--- src/rtl/reg_bus_arbiter.sv ---
// Round-robin arbiter/sequencer sharing one register-bus slave port among
// NUM_REQ requesters. One transaction in flight; one strobe per transaction;
// read data captured one cycle after the strobe and returned to the requester.
module reg_bus_arbiter #(
   parameter int NUM_REQ = 4,
   parameter int CNT_W   = 16
) (
   input  logic                   i_clk,
   input  logic                   i_rst,
   input  logic [NUM_REQ-1:0]     i_req,
   input  logic [NUM_REQ-1:0]     i_req_write,
   input  logic [NUM_REQ*32-1:0]  i_req_addr,
   input  logic [NUM_REQ*32-1:0]  i_req_wdata,
   output logic [NUM_REQ-1:0]     o_req_ack,
   output logic [NUM_REQ-1:0]     o_rsp_valid,
   output logic [31:0]            o_rsp_rdata,
   output logic                   o_write,
   output logic                   o_read,
   output logic [31:0]            o_addr,
   output logic [31:0]            o_wdata,
   input  logic [31:0]            i_rdata,
   output logic                   o_busy,
   output logic [CNT_W-1:0]       o_txn_cnt
);

   localparam int PTR_W = $clog2(NUM_REQ);

   typedef enum logic [1:0] {IDLE, CMD, RDATA, RESP} state_t;

   state_t           state, state_nxt;
   logic [PTR_W-1:0] rr_ptr;    // first requester considered at the next grant
   logic [PTR_W-1:0] gnt;       // requester owning the in-flight transaction
   logic             op_write;  // latched op of the in-flight transaction
   logic [PTR_W-1:0] pick;
   logic             found;

   // Round-robin search: first set request at or above rr_ptr, wrapping to 0
   always_comb begin
      pick  = '0;
      found = 1'b0;
      for (int i = 0; i < NUM_REQ; i++) begin
         if (!found && i_req[(int'(rr_ptr) + i) % NUM_REQ]) begin
            found = 1'b1;
            pick  = PTR_W'((int'(rr_ptr) + i) % NUM_REQ);
         end
      end
   end

   // State register
   always_ff @(posedge i_clk) begin
      if (i_rst) state <= IDLE;
      else       state <= state_nxt;
   end

   // Next-state: reads take an extra cycle to wait for registered read data
   always_comb begin
      state_nxt = state;
      case (state)
         IDLE:    if (found) state_nxt = CMD;
         CMD:     state_nxt = op_write ? RESP : RDATA;
         RDATA:   state_nxt = RESP;
         RESP:    state_nxt = IDLE;
         default: state_nxt = IDLE;
      endcase
   end

   // Transaction latch, read-data capture and completion counter
   always_ff @(posedge i_clk) begin
      if (i_rst) begin
         rr_ptr      <= '0;
         gnt         <= '0;
         op_write    <= 1'b0;
         o_addr      <= '0;
         o_wdata     <= '0;
         o_rsp_rdata <= '0;
         o_txn_cnt   <= '0;
      end else begin
         case (state)
            IDLE: begin
               if (found) begin
                  gnt      <= pick;
                  op_write <= i_req_write[pick];
                  o_addr   <= i_req_addr[int'(pick)*32 +: 32];
                  o_wdata  <= i_req_wdata[int'(pick)*32 +: 32];
                  rr_ptr   <= PTR_W'((int'(pick) + 1) % NUM_REQ);
               end
            end
            // Writes respond with zero data; clear it while the strobe is out
            CMD:     if (op_write) o_rsp_rdata <= '0;
            RDATA:   o_rsp_rdata <= i_rdata;
            RESP:    o_txn_cnt <= o_txn_cnt + 1'b1;
            default: ;
         endcase
      end
   end

   // Outputs decoded from registered state only; no path from i_req
   always_comb begin
      o_write     = (state == CMD) &&  op_write;
      o_read      = (state == CMD) && !op_write;
      o_req_ack   = (state == CMD)  ? (NUM_REQ'(1) << gnt) : '0;
      o_rsp_valid = (state == RESP) ? (NUM_REQ'(1) << gnt) : '0;
      o_busy      = (state != IDLE);
   end

endmodule

--- config.mk ---
export PLATFORM = sky130hd
export DESIGN_NAME = reg_bus_arbiter
export DESIGN_NICKNAME = d
export VERILOG_FILES = /design/src/rtl/reg_bus_arbiter.sv
export SDC_FILE = /design/constraint.sdc
export NUM_CORES = 1
export LEC_CHECK = 0
export CAP_MARGIN = 20
export CORE_AREA = 2 2 163 165
export DETAILED_ROUTE_END_ITERATION = 12
export DIE_AREA = 0 0 165 167
export GPL_TIMING_DRIVEN = 0
export PLACE_DENSITY = 0.62
export SLEW_MARGIN = 10
export SYNTH_ARGS = -nofsm -noshare
export SYNTH_HDL_FRONTEND = slang
export SYNTH_SLANG_ARGS = --single-unit
--- constraint.sdc ---
create_clock -name i_clk -period 2.5 [get_ports i_clk]
set_clock_uncertainty 0.2 [all_clocks]
set_input_delay 0.75 -clock i_clk [delete_from_list [all_inputs] [get_ports i_clk]]
set_output_delay 0.75 -clock i_clk [all_outputs]
set_load 0.03 [all_outputs]
==> impl_metrics.env, run 1 <==
export IMPL_status="completed"
export IMPL_wl_um=27200
export IMPL_grt_use_total=0.192
export IMPL_worstPathRequired_ns=1.55
export IMPL_setup_viol=0
export IMPL_slew_viol_final=0
export IMPL_end_kind="output port"
export IMPL_clk_pin_slew_worst_paths_ns=0.06
export IMPL_syn_area_um2=5900
export IMPL_drive_gt1_frac=0.107
export IMPL_rows=59
export IMPL_synth_edf_count=0
export IMPL_place_ws_ns=-0.865
export IMPL_die_w_um=165
export IMPL_worst_path_buf_inv=1
export IMPL_gr_total_overflow=0
export IMPL_cp_slowest_stage_delay_ns=0.71
export IMPL_netlist_instances=613
export IMPL_timing_final_ws_setup_ns=0.0337
export IMPL_worst_path_max_delay_cell="clkdlybuf4s50_1"
export IMPL_dp_hpwl_um=21800
export IMPL_cp_start_kind="flop"
export IMPL_setup_tns_ns=0
export IMPL_holdBufCountCts=0
export IMPL_io_pins=421
export IMPL_grt_first_pass_wirelength_um=39100
export IMPL_syn2layout_area_growth_pct=93.7
export IMPL_fin_area_um2=11400
export IMPL_grt_pass1_vias=6597
export IMPL_crit_fanout=2
export IMPL_mostFrequentLayoutCell="clkdlybuf4s50_1"
export IMPL_fin_crit_sh=0.987
export IMPL_synth_seq_area_share=0.404
export IMPL_synth_largest_area_cell="dfxtp_1"
export IMPL_powerDensity_nw_per_um2=1050
export IMPL_synth_seq_cells=119
export IMPL_cap_violations=0
export IMPL_ys_top_cells_by_area="dfxtp_1 (40%), mux2i_1 (22%), o221ai_1 (8.9%)"
export IMPL_clk_latency_ns=0.41
export IMPL_yosysWarnings=0
export IMPL_hold_viol=0
export IMPL_critPathTopFamily="buffers and inverters"
export IMPL_htree_num_levels=4
export IMPL_fmaxAchievable_ghz=0.405
export IMPL_die_h_um=167
export IMPL_wire_per_inst_um=19.3
export IMPL_synth_flop_cell="dfxtp_1"
export IMPL_routabilityCongestion=0.778
export IMPL_synth_avg_cell_area_um2=9.62
export IMPL_port_buffers=420
export IMPL_drtIter0Drc=285
export IMPL_cts_tree="built"
export IMPL_fin_nets=1358
export IMPL_synth_top_area_frac=0.404
export IMPL_drt_antenna_violating_nets=0
export IMPL_initial_core_util=0.229
export IMPL_drtPass1Iterations=4
export IMPL_cts_root_buf="clkbuf_16"
export IMPL_clock_path_buffers=2
export IMPL_peakVddDrop_v=0.000436
export IMPL_rsz0062_at_grt="false"
export IMPL_syn_nets=917
export IMPL_antenna_found_initial=8
export IMPL_fin_crit_ns=2.47
export IMPL_relSlewSlack=0.647
export IMPL_via_per_inst=4.61
export IMPL_postSynth_asyncResetShare=0
export IMPL_detail_route_drc_violations=0
export IMPL_core_um2=25800
export IMPL_vias=6484
export IMPL_worstSetupPathType="reg -> out"
export IMPL_leakage_nw=4.44
export IMPL_crit_chain="clkdlybuf4s50_1"
export IMPL_clkSinkCount=119
export IMPL_ys_types=36
export IMPL_worstMarginPinSlew_ns=0.530
export IMPL_grt_max_degree=17
export IMPL_postPlaceCellArea_um2=10500
export IMPL_dieArea_um2=27600
export IMPL_crit_arrival_ns=1.52
export IMPL_cts_made_buffers=17
export IMPL_worstHoldPathType="reg -> reg"
export IMPL_final_cell_mix="clkdlybuf4s50_1 (397), mux2i_1 (120), dfxtp_1 (117)"
worst paths after layout:
path	startpoint	to	slack, ns	depth (start not counted)
setup / recovery	o_wdata[0]$_SDFFE_PP0P_	o_wdata[0]	0.03	1
hold / removal	o_addr[3]$_SDFFE_PP0P_	o_addr[3]$_SDFFE_PP0P_	0.26	2
setup reg to reg	state[0]$_SDFFE_PP0P_	o_addr[26]$_SDFFE_PP0P_	0.29	7
hold reg to reg	o_addr[3]$_SDFFE_PP0P_	o_addr[3]$_SDFFE_PP0P_	0.26	2
kinds of logic after synthesis:
logic type,count (synthesis),synth area share
AND/OR/NAND/NOR,170,0.125
multiplexers,131,0.222
flip-flops,119,0.404
AO/OA/AOI/OAI,116,0.161
buffers and inverters,59,0.0566
XOR/XNOR,12,0.0178
adder cells (fa/ha/maj),6,0.0127
registers in the layout (all words and copies together) (netlist names):
register / cells
state: 2
rr_ptr: 2
o_txn_cnt: 16
o_rsp_rdata: 32
o_addr: 32
gnt: 2
op_write: 1
o_wdata: 32
area by class of cell:
type	count	area (um^2)
Fill cell	2591	14300
Clock buffer	20	467
Timing Repair Buffer	424	4210
Buffer	50	433
Sequential cell	119	2380
Multi-Input combinational cell	435	3290
Inverter	7	26.3
Antenna cell	6	15.0
Tap cell	335	419
Clock inverter	12	188
power by group:
group	total, W	internal (W)	leakage, nW	switching, W
clock network	0.00274	0.00176	0.314	0.000972
registers	0.00294	0.00255	0.975	0.000393
logic	0.00638	0.00287	3.15	0.00350
total	0.0121	0.00719	4.44	0.00487
timing repair:
action,CTS,global route
setup buffers,4,0
pin swaps,1,0
cloned,0,0
endpoints found under the setup margin,80,51
gates resized for setup,122,14
stage by stage:
stage / cells / hold WS [ns] / power (W) / utilization
6_report: 1408 / 0.260 / 0.0121 / 0.443
5_1_grt: 1407 / 0.278 / 0.0126 / 0.443
4_1_cts: 1404 / 0.263 / 0.0122 / 0.442
3_5_place_dp: 1368 / 0.247 / 0.00909 / 0.408
3_3_place_gp: 1368 / 0.243 / 0.00906 / 0.408
2_1_floorplan: 613 / 0.247 / 0.00645 / -
routing by layer:
| layer | GRT usage | vias to the layer above | routed length (um) |
|---|---|---|---|
| li1 | - | 3163 | - |
| met1 | 0.210 | 3002 | 10600 |
| met2 | 0.347 | 283 | 13900 |
| met3 | 0.0535 | 32 | 2040 |
| met4 | 0.0726 | 4 | 644 |
| met5 | 0 | - | 25 |
cell usage after synthesis, types with 2 or more instances:
cell,count
or3_1,4
buf_2,15
nand2b_1,2
nor3_1,5
ha_1,6
clkbuf_1,17
and3_1,5
nor3b_1,2
nor2_1,57
nor2b_1,4
inv_1,7
a22oi_1,32
dfxtp_1,119
o21ai_0,6
nand2_1,77
nand4_1,3
o221ai_2,5
buf_4,13
xor2_1,5
mux2i_1,131
a21oi_1,9
o221ai_1,60
buf_6,6
and2_1,2
and4_1,2
nand3_1,3
xnor2_1,7
worst min-delay path, stage by stage, from the launching register on:
cell and delay (ns):
dfxtp_1 0.32, nand2_1 0.05, o221ai_1 0.06
(Power assumes the default switching activity.)
==> run 2: changes to the inputs <==
--- a/config.mk
+++ b/config.mk
@@ -6,11 +6,14 @@
 export NUM_CORES = 1
 export LEC_CHECK = 0
 export CAP_MARGIN = 20
-export CORE_AREA = 2 2 163 165
+export CORE_AREA = 2 2 162 164
 export DETAILED_ROUTE_END_ITERATION = 12
-export DIE_AREA = 0 0 165 167
+export DIE_AREA = 0 0 164 166
+export DONT_BUFFER_PORTS = 1
 export GPL_TIMING_DRIVEN = 0
-export PLACE_DENSITY = 0.62
+export PLACE_DENSITY = 0.41
+export RECOVER_POWER = 100
+export REMOVE_ABC_BUFFERS = 1
 export SLEW_MARGIN = 10
 export SYNTH_ARGS = -nofsm -noshare
 export SYNTH_HDL_FRONTEND = slang
==> impl_metrics.env, run 2 (synthesis gave the netlist of run 1 again) <==
export IMPL_status="completed"
export IMPL_cts_tree="built"
export IMPL_grt_use_total=0.149
export IMPL_die_w_um=164
export IMPL_slew_viol_final=0
export IMPL_drtPass1Iterations=5
export IMPL_clk_latency_ns=0.41
export IMPL_whs_ns=0.204
export IMPL_hp_start="i_rst"
export IMPL_fmaxAchievable_ghz=0.415
export IMPL_drtIter0Drc=217
export IMPL_end_kind="output port"
export IMPL_rsz0062_at_grt="false"
export IMPL_timing_final_ws_setup_ns=0.0912
export IMPL_grt_pass1_vias=4852
export IMPL_initial_core_util=0.230
export IMPL_die_h_um=166
export IMPL_core_um2=25600
export IMPL_wl_um=21800
export IMPL_clock_path_buffers=2
export IMPL_hold_viol=0
export IMPL_htree_num_levels=4
export IMPL_worstMarginPinSlew_ns=0.669
export IMPL_vias=4925
export IMPL_wire_per_inst_um=23.1
export IMPL_port_buffers=0
export IMPL_grt_first_pass_wirelength_um=30000
export IMPL_fin_nets=900
export IMPL_leakage_nw=2.63
export IMPL_setup_viol=0
export IMPL_drive_gt1_frac=0.125
export IMPL_dieArea_um2=27200
export IMPL_worstPathRequired_ns=1.55
export IMPL_drt_antenna_violating_nets=0
export IMPL_worstHoldPathType="in -> reg"
export IMPL_reg_top3="o_addr x32, o_rsp_rdata x32, o_wdata x32"
export IMPL_dp_hpwl_um=15700
export IMPL_relSlewSlack=0.552
export IMPL_cp_start_kind="flop"
export IMPL_powerDensity_nw_per_um2=1450
export IMPL_io_pins=421
export IMPL_crit_fanout=5
export IMPL_peakVddDrop_v=0.000544
export IMPL_cts_made_buffers=17
export IMPL_mostFrequentLayoutCell="mux2i_1"
export IMPL_routabilityCongestion=0.783
export IMPL_worstSetupPathType="reg -> out"
export IMPL_cts_root_buf="clkbuf_16"
export IMPL_gr_total_overflow=0
export IMPL_rows=59
export IMPL_syn2layout_area_growth_pct=20.2
export IMPL_place_ws_ns=-0.890
export IMPL_n_antenna_cell=0
export IMPL_multi_input_area_um2=3300
export IMPL_via_per_inst=5.22
export IMPL_setup_tns_ns=0
export IMPL_cap_violations=0
export IMPL_clkSinkCount=119
export IMPL_startpoint="state[1]$_SDFFE_PP0P_"
export IMPL_design_power_total_w=0.0103
export IMPL_clk_pin_slew_worst_paths_ns=0.06
export IMPL_fillers=2718
export IMPL_crit_arrival_ns=1.46
export IMPL_fin_crit_ns=2.41
export IMPL_detail_route_drc_violations=0
export IMPL_r2r_start="rr_ptr[0]$_SDFFE_PP0P_"
export IMPL_fin_crit_sh=0.964
export IMPL_final_cell_mix="mux2i_1 (131), dfxtp_1 (114), nand2_1 (77)"
export IMPL_grt_max_degree=66
export IMPL_area_sequential_um2=2390
export IMPL_holdBufCountCts=0
export IMPL_antenna_found_initial=1
==> run 2: cell type report <==
| type | instances | area share |
|---|---|---|
| timing repair buffer | 14 | 0.0478 |
| inverter | 7 | 0.00441 |
| multi-input combinational | 437 | 0.465 |
| clock buffer | 18 | 0.0619 |
| clock inverter | 14 | 0.0245 |
| tap | 335 | 0.0591 |
| sequential | 119 | 0.337 |
==> run 2: through the flow <==
step | cell area, um^2 | util | instances
6_report | 7090 | 0.277 | 944
5_1_grt | 7090 | 0.277 | 944
4_1_cts | 7100 | 0.277 | 944
3_5_place_dp | 6220 | 0.243 | 905
3_3_place_gp | 6010 | 0.235 | 896
2_1_floorplan | 5590 | - | 561
==> run 2: worst max-delay path, stage by stage (launching register included) <==
cell	delay, ns
dfxtp_4	0.37
inv_4	0.07
ha_4	0.14
inv_2	0.08
nor3b_4	0.38
==> run 2: path summary, 6_finish.rpt <==
check | end | slack (ns) | cells after the start
max | o_req_ack[1] | 0.09 | 4
min | o_txn_cnt[4]$_SDFFE_PP0P_ | 0.20 | 1
max reg2reg | o_addr[30]$_SDFFE_PP0P_ | 0.13 | 8
min reg2reg | state[1]$_SDFFE_PP0P_ | 0.33 | 2
==> run 2: what timing repair did <==
item,CTS,global route
buffers inserted,2,0
pin swaps,4,3
gates resized for setup,25,14
endpoints found under the setup margin,69,74
cloned,5,1
==> run 2: per-layer routing <==
layer | share of wire | GRT usage | vias to the layer above
met3 | 0.087 | 0.0447 | 26
met1 | 0.37 | 0.155 | 2344
li1 | - | - | 2254
met2 | 0.51 | 0.272 | 299
met4 | 0.027 | 0.0664 | 2
met5 | 0.00060 | 0 | -
==> run 2: report_power, final <==
group	switching, W	total [W]	internal (W)
sequential	0.00179	0.00435	0.00256
clock	0.000983	0.00259	0.00161
combinational	0.00178	0.00331	0.00153
==> run 3: changes to the inputs <==
--- a/config.mk
+++ b/config.mk
@@ -6,9 +6,9 @@
 export NUM_CORES = 1
 export LEC_CHECK = 0
 export CAP_MARGIN = 20
-export CORE_AREA = 2 2 162 164
+export CORE_AREA = 2 2 163 165
 export DETAILED_ROUTE_END_ITERATION = 12
-export DIE_AREA = 0 0 164 166
+export DIE_AREA = 0 0 165 167
 export DONT_BUFFER_PORTS = 1
 export GPL_TIMING_DRIVEN = 0
 export PLACE_DENSITY = 0.41
==> impl_metrics.env, run 3 (synthesis gave the netlist of run 1 again) <==
export IMPL_routabilityCongestion=0.792
export IMPL_cap_violations=0
export IMPL_hold_end="o_rsp_rdata[17]$_SDFFE_PP0P_"
export IMPL_grt_pass1_vias=4937
export IMPL_instances_no_fill=951
export IMPL_r2r_start="rr_ptr[1]$_SDFFE_PP0P_"
export IMPL_leakage_nw=2.53
export IMPL_hp_start="i_rst"
export IMPL_fin_nets=903
export IMPL_final_cell_mix="mux2i_1 (129), dfxtp_1 (115), nand2_1 (77)"
export IMPL_drtIter0Drc=242
export IMPL_via_per_inst=5.17
export IMPL_grt_max_degree=60
export IMPL_crit_arrival_ns=2.49
export IMPL_dp_hpwl_um=16300
export IMPL_drt_antenna_violating_nets=0
export IMPL_wire_per_inst_um=25.0
export IMPL_timing_final_ws_setup_ns=0.0902
export IMPL_peakVddDrop_v=0.000748
export IMPL_reg_top3="o_addr x32, o_rsp_rdata x32, o_wdata x32"
export IMPL_htree_num_levels=4
export IMPL_wl_um=23800
export IMPL_antenna_found_initial=5
export IMPL_port_buffers=0
export IMPL_design_power_total_w=0.00997
export IMPL_fmaxAchievable_ghz=0.415
export IMPL_worstMarginPinSlew_ns=1.13
export IMPL_clock_path_buffers=2
export IMPL_initial_core_util=0.229
export IMPL_die_h_um=167
export IMPL_gr_total_overflow=0
export IMPL_detail_route_drc_violations=0
export IMPL_relSlewSlack=0.243
export IMPL_grt_first_pass_wirelength_um=30700
export IMPL_syn2layout_area_growth_pct=18.7
export IMPL_rsz0062_at_grt="false"
export IMPL_place_ws_ns=-1.07
export IMPL_grt_use_total=0.151
export IMPL_status="completed"
export IMPL_setup_viol=0
export IMPL_place_inst=905
export IMPL_rrSetupSlack_ns=0.13
export IMPL_cts_made_buffers=17
export IMPL_fillers=2707
export IMPL_worstSetupPathType="in -> reg"
export IMPL_end_kind="flop"
export IMPL_fin_crit_sh=0.964
export IMPL_fin_crit_ns=2.41
export IMPL_io_pins=421
export IMPL_cts_tree="built"
export IMPL_drtPass1Iterations=4
export IMPL_clkSinkCount=119
export IMPL_cp_start_kind="primary input"
export IMPL_worstHoldPathType="in -> reg"
export IMPL_clk_pin_slew_worst_paths_ns=0.07
export IMPL_whs_ns=0.203
export IMPL_vias=4918
export IMPL_drive_gt1_frac=0.137
export IMPL_slew_viol_final=0
export IMPL_crit_fanout=60
export IMPL_die_w_um=165
export IMPL_area_sequential_um2=2390
export IMPL_clk_latency_ns=0.41
export IMPL_rr_endpoint="o_wdata[27]$_SDFFE_PP0P_"
export IMPL_hold_viol=0
export IMPL_mostFrequentLayoutCell="mux2i_1"
export IMPL_hold_depth=1
export IMPL_core_um2=25800
export IMPL_powerDensity_nw_per_um2=1420
export IMPL_reg2reg_depth=6
export IMPL_rows=59
export IMPL_dieArea_um2=27600
export IMPL_worstPathRequired_ns=2.58
export IMPL_finalCoreUtilization=0.272
export IMPL_cts_root_buf="clkbuf_16"
export IMPL_multi_input_area_um2=3400
[run 3: routing by layer]
layer | global-route usage | wire [um] | up-vias
met5 | 0 | 13 | -
met4 | 0.0507 | 434 | 2
met3 | 0.0707 | 2380 | 19
met2 | 0.275 | 12500 | 280
met1 | 0.150 | 8470 | 2347
li1 | - | - | 2270
[run 3: cell type report]
class,count,area share
well taps,335,0.0599
diodes,4,0.00143
repair inverters,1,0.000715
multi-input cells,442,0.485
clock buffers,17,0.0607
flip-flops and latches,119,0.341
clock inverters,15,0.0202
repair buffers,11,0.0254
inverters,7,0.00500
[run 3: through the flow]
| stage | instance area (um^2) | setup TNS (ns) |
|---|---|---|
| after detailed placement | 6220 | -44.46 |
| after global placement | 6010 | -412.52 |
| after global routing | 7000 | 0 |
| final | 7000 | 0 |
| after CTS | 6920 | -0.129 |
| after floorplan | 5590 | -282.46 |
[run 3: worst max path at each step]
stage | cells after the start | endpoint | from | slack, ns
2_1_floorplan | 5 | rr_ptr[1]$_SDFFE_PP0P_ | i_req[1] | -4.16
3_3_place_gp | 5 | o_wdata[20]$_SDFFE_PP0P_ | i_req[0] | -6.10
3_5_place_dp | 9 | o_wdata[27]$_SDFFE_PP0P_ | i_req[1] | -1.07
4_1_cts | 2 | o_rsp_valid[0] | state[1]$_SDFFE_PP0P_ | -0.04
5_1_grt | 4 | o_req_ack[1] | state[1]$_SDFFE_PP0P_ | 0.01
6_report | 7 | o_wdata[27]$_SDFFE_PP0P_ | i_req[1] | 0.09
[run 3: what timing repair did]
action / CTS / global route
pin swaps: 3 / 4
gates resized for setup: 25 / 23
setup endpoints to repair: 67 / 75
hold buffers: 0 / 0
cloned: 2 / 7
buffers inserted: 2 / 1
[run 3: worst max-delay path: stages]
cell	delay, ns
nand2b_1	0.13
a21oi_1	0.17
o32a_4	0.23
buf_12	0.24
buf_12	0.36
mux2i_1	0.32
o221ai_1	0.16
[run 3: report_power, final]
part | switching [W] | internal, W
sequential | 0.00179 | 0.00255
clock | 0.00102 | 0.00139
combinational | 0.00186 | 0.00136
total | 0.00466 | 0.00531
